<file path="src/rtl/btn_pkg.sv">
// rtl/btn_pkg.sv - shared types and default timing for the push-button conditioning stage
package btn_pkg;

   typedef enum logic [1:0] {
      UP        = 2'd0,
      WAIT_DOWN = 2'd1,
      DOWN      = 2'd2,
      WAIT_UP   = 2'd3
   } btn_state_t;

   localparam int DEBOUNCE_CYCLES_DEF = 1_000_000;
   localparam int REPEAT_DELAY_DEF    = 50_000_000;
   localparam int REPEAT_RATE_DEF     = 10_000_000;

   localparam int BTN_U = 0;
   localparam int BTN_L = 1;
   localparam int BTN_R = 2;
   localparam int BTN_D = 3;

   function automatic logic is_down_level(input btn_state_t s);
      return (s == DOWN) || (s == WAIT_UP);
   endfunction

endpackage

</file>
<file path="src/rtl/btn_channel.sv">
// rtl/btn_channel.sv - one button: 2-flop synchroniser, debounce FSM, optional auto-repeat
// Auto-repeat hardware exists only when BTN_AUTOREPEAT_EN is defined.
module btn_channel
   import btn_pkg::*;
#(
   parameter int DEBOUNCE_CYCLES = DEBOUNCE_CYCLES_DEF,
   parameter int REPEAT_DELAY    = REPEAT_DELAY_DEF,
   parameter int REPEAT_RATE     = REPEAT_RATE_DEF
) (
   input  logic clk,
   input  logic reset,
   input  logic btn_raw,
   output logic level,
   output logic press_pulse,
   output logic press_set
);

   localparam int CW = $clog2(DEBOUNCE_CYCLES);
   localparam logic [CW-1:0] CNT_ONE  = CW'(1);
   localparam logic [CW-1:0] CNT_LAST = CW'(DEBOUNCE_CYCLES - 1);

   logic          sync1;
   logic          sync2;
   btn_state_t    state;
   btn_state_t    state_next;
   logic [CW-1:0] cnt;
   logic [CW-1:0] cnt_next;
   logic          press_event;

   always_ff @(posedge clk) begin
      if (reset) begin
         sync1       <= 1'b0;
         sync2       <= 1'b0;
         state       <= UP;
         cnt         <= '0;
         level       <= 1'b0;
         press_pulse <= 1'b0;
      end else begin
         sync1       <= btn_raw;
         sync2       <= sync1;
         state       <= state_next;
         cnt         <= cnt_next;
         level       <= is_down_level(state_next);
         press_pulse <= press_set;
      end
   end

   // Compare is >= so a corrupted count can never run past the terminal value.
   always_comb begin
      state_next  = state;
      cnt_next    = cnt;
      press_event = 1'b0;
      case (state)
         UP: begin
            if (sync2) begin
               state_next = WAIT_DOWN;
               cnt_next   = CNT_ONE;
            end
         end
         WAIT_DOWN: begin
            if (!sync2) begin
               state_next = UP;
               cnt_next   = '0;
            end else if (cnt >= CNT_LAST) begin
               state_next  = DOWN;
               cnt_next    = '0;
               press_event = 1'b1;
            end else begin
               cnt_next = cnt + CNT_ONE;
            end
         end
         DOWN: begin
            if (!sync2) begin
               state_next = WAIT_UP;
               cnt_next   = CNT_ONE;
            end
         end
         WAIT_UP: begin
            if (sync2) begin
               state_next = DOWN;
               cnt_next   = '0;
            end else if (cnt >= CNT_LAST) begin
               state_next = UP;
               cnt_next   = '0;
            end else begin
               cnt_next = cnt + CNT_ONE;
            end
         end
         default: begin
            state_next = UP;
            cnt_next   = '0;
         end
      endcase
   end

`ifdef BTN_AUTOREPEAT_EN
   localparam int RW = $clog2(REPEAT_DELAY + 1);
   localparam logic [RW-1:0] RPT_ONE    = RW'(1);
   localparam logic [RW-1:0] RPT_LAST   = RW'(REPEAT_DELAY - 1);
   localparam logic [RW-1:0] RPT_RELOAD = RW'(REPEAT_DELAY - REPEAT_RATE);

   logic [RW-1:0] rpt;
   logic [RW-1:0] rpt_next;
   logic          rpt_fire;

   // After the first repeat the counter reloads so later repeats come every REPEAT_RATE.
   always_comb begin
      rpt_next = '0;
      rpt_fire = 1'b0;
      if ((state == DOWN) && sync2) begin
         if (rpt >= RPT_LAST) begin
            rpt_fire = 1'b1;
            rpt_next = RPT_RELOAD;
         end else begin
            rpt_next = rpt + RPT_ONE;
         end
      end
   end

   always_ff @(posedge clk) begin
      if (reset) begin
         rpt <= '0;
      end else begin
         rpt <= rpt_next;
      end
   end

   assign press_set = press_event | rpt_fire;
`else
   assign press_set = press_event;
`endif

endmodule

</file>
<file path="src/rtl/btn_input.sv">
// rtl/btn_input.sv - button conditioning top: per-channel debounce, sticky press flags for mmio
// Optional auto-repeat is enabled by defining BTN_AUTOREPEAT_EN.
module btn_input
   import btn_pkg::*;
#(
   parameter int N_BTN           = 4,
   parameter int DEBOUNCE_CYCLES = DEBOUNCE_CYCLES_DEF,
   parameter int REPEAT_DELAY    = REPEAT_DELAY_DEF,
   parameter int REPEAT_RATE     = REPEAT_RATE_DEF
) (
   input  logic             clk,
   input  logic             reset,
   input  logic [N_BTN-1:0] btn_raw,
   input  logic             clr,
   input  logic [N_BTN-1:0] clr_mask,
   output logic [N_BTN-1:0] level,
   output logic [N_BTN-1:0] press_pulse,
   output logic [N_BTN-1:0] pressed,
   output logic             any_pressed
);

   logic [N_BTN-1:0] press_set;

   for (genvar i = 0; i < N_BTN; i++) begin : g_ch
      btn_channel #(
         .DEBOUNCE_CYCLES (DEBOUNCE_CYCLES),
         .REPEAT_DELAY    (REPEAT_DELAY),
         .REPEAT_RATE     (REPEAT_RATE)
      ) u_ch (
         .clk         (clk),
         .reset       (reset),
         .btn_raw     (btn_raw[i]),
         .level       (level[i]),
         .press_pulse (press_pulse[i]),
         .press_set   (press_set[i])
      );
   end

   // Set is OR'd in after the clear so a press coinciding with clr keeps the flag.
   always_ff @(posedge clk) begin
      if (reset) begin
         pressed     <= '0;
         any_pressed <= 1'b0;
      end else begin
         pressed     <= (pressed & ~(clr_mask & {N_BTN{clr}})) | press_set;
         any_pressed <= |pressed;
      end
   end

endmodule

</file>
<file path="config.mk">
export PLATFORM = sky130hd
export DESIGN_NAME = btn_input
export DESIGN_NICKNAME = d
export VERILOG_FILES = /design/src/rtl/btn_pkg.sv /design/src/rtl/btn_channel.sv /design/src/rtl/btn_input.sv
export SDC_FILE = /design/constraint.sdc
export NUM_CORES = 1
export LEC_CHECK = 0
export CAP_MARGIN = 20
export CORE_AREA = 5 5 136 73
export CTS_CLUSTER_DIAMETER = 60
export DETAILED_ROUTE_END_ITERATION = 16
export DIE_AREA = 0 0 141 78
export PLACE_DENSITY = 0.91
export REMOVE_ABC_BUFFERS = 1
export SLEW_MARGIN = 20
export SYNTH_ARGS = -nofsm -noshare
export SYNTH_HDL_FRONTEND = slang
export SYNTH_HIERARCHICAL = 1
export SYNTH_SLANG_ARGS = --single-unit
</file>
<file path="constraint.sdc">
create_clock -name clk -period 4.7 [get_ports clk]
set_input_delay 0.705 -clock clk [delete_from_list [all_inputs] [get_ports clk]]
set_output_delay 0.705 -clock clk [all_outputs]
set_load 0.05 [all_outputs]
</file>
==> results.json <==
{
  "status": "finished clean",
  "avgSynthCellArea_um2": 8.87,
  "arrival_ns": 3.28,
  "port_buffers": 23,
  "ys_ff_latch": 109,
  "intPower_mw": 1.40,
  "insertion_delay_ns": 0.34,
  "synth_flop_cell": "dfxtp_1",
  "start_util_pct": 63.7,
  "ant_nets": 0,
  "ios": 24,
  "p_sw_mw": 0.380,
  "num_antenna_cells": 0,
  "max_freq_mhz": 333,
  "grt_usage_pct": 21.6,
  "finalClockSkew_ns": 0.00607,
  "cp_cell_sequence": "clkdlybuf4s50_1, nor2b_1, nand4_1, o22ai_2, buf_4, or2b_1, a31oi_1",
  "min_period_over_period_pct": 64.0,
  "syn-instance-count": 612,
  "antenna_found_initial": 0,
  "required_ns": 4.97,
  "startpoint_type": "input port",
  "synth_top_area_share_pct": 40.2,
  "via_per_inst": 6.27,
  "clk_pin_slew_worst_paths_ns": 0.07,
  "syn_to_final_growth_pct": 11.1,
  "cts_hold_buf": 0,
  "cts_made_buffers": 9,
  "coreArea_mm2": 0.00853,
  "netlist_area_mm2": 0.00543,
  "clockBufferDepth": 2,
  "combPwrFrac_pct": 3.7,
  "post-route-min-period_ns": 3.01,
  "synth-warning-count": 6,
  "grt_pass1_vias": 4475,
  "synth_edf_count": 0,
  "firstDrtPassIters": 5,
  "routed_wirelength_um": 11800,
  "die_w_um": 141,
  "tightest_slew_ns": 0.799,
  "p_leak_nw": 2.24,
  "timing.rr.start": "g_ch[3].u_ch/cnt[6]",
  "synth-seq-area-share_pct": 40.2,
  "fin_util_pct": 70.7,
  "p_per_area_mw_per_mm2": 295,
  "max_stage_delay_ns": 0.82,
  "pwr-share-seq_pct": 52.5,
  "cp-startpoint": "reset",
  "setup.worst_path.end": "g_ch[1].u_ch/cnt[13]",
  "fin_setup_tns_ns": 0,
  "r2r_slack_ns": 2.00,
  "rsz0062_at_grt": "no",
  "routed-via-count": 4717,
  "setup_violations": 0,
  "wl_per_cell_um": 15.7,
  "path_class": "input port to flip-flop",
  "crit_path_end_kind": "flip-flop",
  "die-area_mm2": 0.0110,
  "ys_types": 58,
  "rr_worst_depth": 6,
  "hold_viol": 0,
  "relSlewSlack_pct": 46.4,
  "dp.final_hpwl_um": 7790,
  "switching_share_pct": 21.3,
  "yosysTopAreaCell": "dfxtp_1",
  "ir_drop_v": 0.000209,
  "grt_overflow": 0,
  "die_h_um": 78,
  "power_frac_clock_pct": 43.8,
  "min_path_type": "flip-flop to flip-flop",
  "crit_slowest_cell": "clkdlybuf4s50_1",
  "num_rows": 24,
  "drv_slew": 0,
  "max-cap-violations": 0,
  "cts_tree": "yes",
  "grt_max_degree": 32,
  "drc_errors": 0,
  "async_reset_ff_share_pct": 0,
  "grt_pass1_wl_um": 20100,
  "cts_max_level": 3,
  "ctsRootBufferMaster": "clkbuf_16",
  "clock-sinks": 109,
  "nFillCells": 600,
  "crit-reg2reg-capture": "g_ch[3].u_ch/cnt[13]",
  "post_cts_buffers": 0,
  "critPathMaxFanout": 21,
  "routabilityCongestion": 0.854,
  "initialDrtViolationCount": 292,
  "synthTopCellsByArea": "dfxtp_1, a22o_1, nor2_1",
  "cts_repair_resize_count": 0,
  "nets": 645,
  "drive_gt1_share_pct": 10.2
}
==> kinds of logic (layout without fill, tap and decap cells) <==
logic type	Yosys count	in the layout	synth area share, %
compound gates	162	162	22.4
xor+xnor	16	16	3.00
fa+ha+maj	4	4	0.922
buf+inv	37	60	3.87
flops	109	109	40.2
mux	4	4	0.737
simple gates	280	280	28.9
==> synthesized netlist by cell type (4+ instances only) <==
cell type,number
and3_1,14
nand4_1,20
inv_1,17
clkbuf_1,8
o21ai_2,6
nor3_1,23
nand3_1,40
a21oi_1,26
a311oi_1,4
dfxtp_1,109
o22ai_2,6
o21ai_0,12
mux2i_1,4
nor2b_1,12
or2b_1,9
nand2_1,52
xor2_1,5
xnor2_1,8
nand2b_1,7
nor4_1,5
or2_2,7
buf_6,9
a21o_1,21
o311ai_0,7
a31oi_1,27
a22o_1,30
ha_1,4
nor2_1,64
==> power by group through the flow <==
stage | combinational, mW | sequential [mW] | clock, mW
final | 0.0655 | 0.935 | 0.781
after global placement | 0.0609 | 0.956 | 0
after detailed placement | 0.0637 | 0.956 | 0
after global routing | 0.0717 | 0.935 | 0.832
after floorplan | 0.0363 | 0.955 | 0
after CTS | 0.0648 | 0.935 | 0.792
==> placed cells by master, fill, tap and decap left out, types with 5 or more instances in the layout <==
cell,count
a21o_1,21
a21oi_1,25
a22o_1,30
a31oi_1,27
and3_1,14
clkbuf_16,9
clkdlybuf4s50_1,23
dfxtp_1,109
inv_1,17
nand2_1,52
nand2b_1,7
nand3_1,40
nand4_1,20
nor2_1,64
nor2b_1,12
nor3_1,20
nor3_2,6
nor4_1,5
o21ai_0,12
o21ai_2,6
o311ai_0,7
or2_2,7
or2b_1,9
xnor2_1,8
xor2_1,5
==> layer usage <==
layer / share of wire [%] / GRT usage (%)
met5: 0 / 0
met4: 2.0 / 8.90
met3: 4.7 / 5.22
met2: 50 / 38.0
met1: 43 / 25.4
==> worst max-delay path: cells and delay by family <==
family                 cells  cell delay [ns]
buffers and inverters      2             1.14
AOI/OAI and AO/OA          2             0.73
and+or+nand+nor            3             0.69
==> flip-flops by register name (all words and copies together) (netlist names) <==
name,count
pressed,4
g_ch.u_ch/press_pulse,4
any_pressed,1
g_ch.u_ch/cnt,80
g_ch.u_ch/sync1,4
g_ch.u_ch/level,4
g_ch.u_ch/sync2,4
g_ch.u_ch/state,8
==> how the worst min path moves through the flow <==
stage / start / end / slack (ns) / depth (start not counted)
finish: g_ch[1].u_ch/sync1 / g_ch[1].u_ch/sync2 / 0.44 / 1
global route: g_ch[1].u_ch/sync1 / g_ch[1].u_ch/sync2 / 0.47 / 1
CTS: g_ch[1].u_ch/sync1 / g_ch[1].u_ch/sync2 / 0.44 / 1
detailed placement: g_ch[1].u_ch/sync1 / g_ch[1].u_ch/sync2 / 0.43 / 1
global placement: g_ch[2].u_ch/sync1 / g_ch[2].u_ch/sync2 / 0.42 / 1
floorplan: g_ch[0].u_ch/sync1 / g_ch[0].u_ch/sync2 / 0.41 / 1
==> final cells by class <==
cell class              instances  area (um2)  area share, %
multi-input cells             466        3070           50.9
flip-flops and latches        109        2180           36.2
inverters                      17        63.8           1.06
clock buffers                  12         256           4.25
repair buffers                 27         260           4.31
clock inverters                 4        52.6          0.871
well taps                     117         146           2.43
==> stage by stage <==
stage               setup WS (ns)  std cells  instance area [um2]  total power [mW]  hold slack (ns)
floorplan                    2.24        592                 5280             0.991            0.414
global placement             1.41        736                 5690              1.02            0.416
detailed placement           1.26        736                 5710              1.02            0.428
CTS                          1.58        752                 6010              1.79            0.445
global route                 1.43        752                 6030              1.84            0.473
finish                       1.69        752                 6030              1.78            0.440
(Power assumes the default switching activity.)
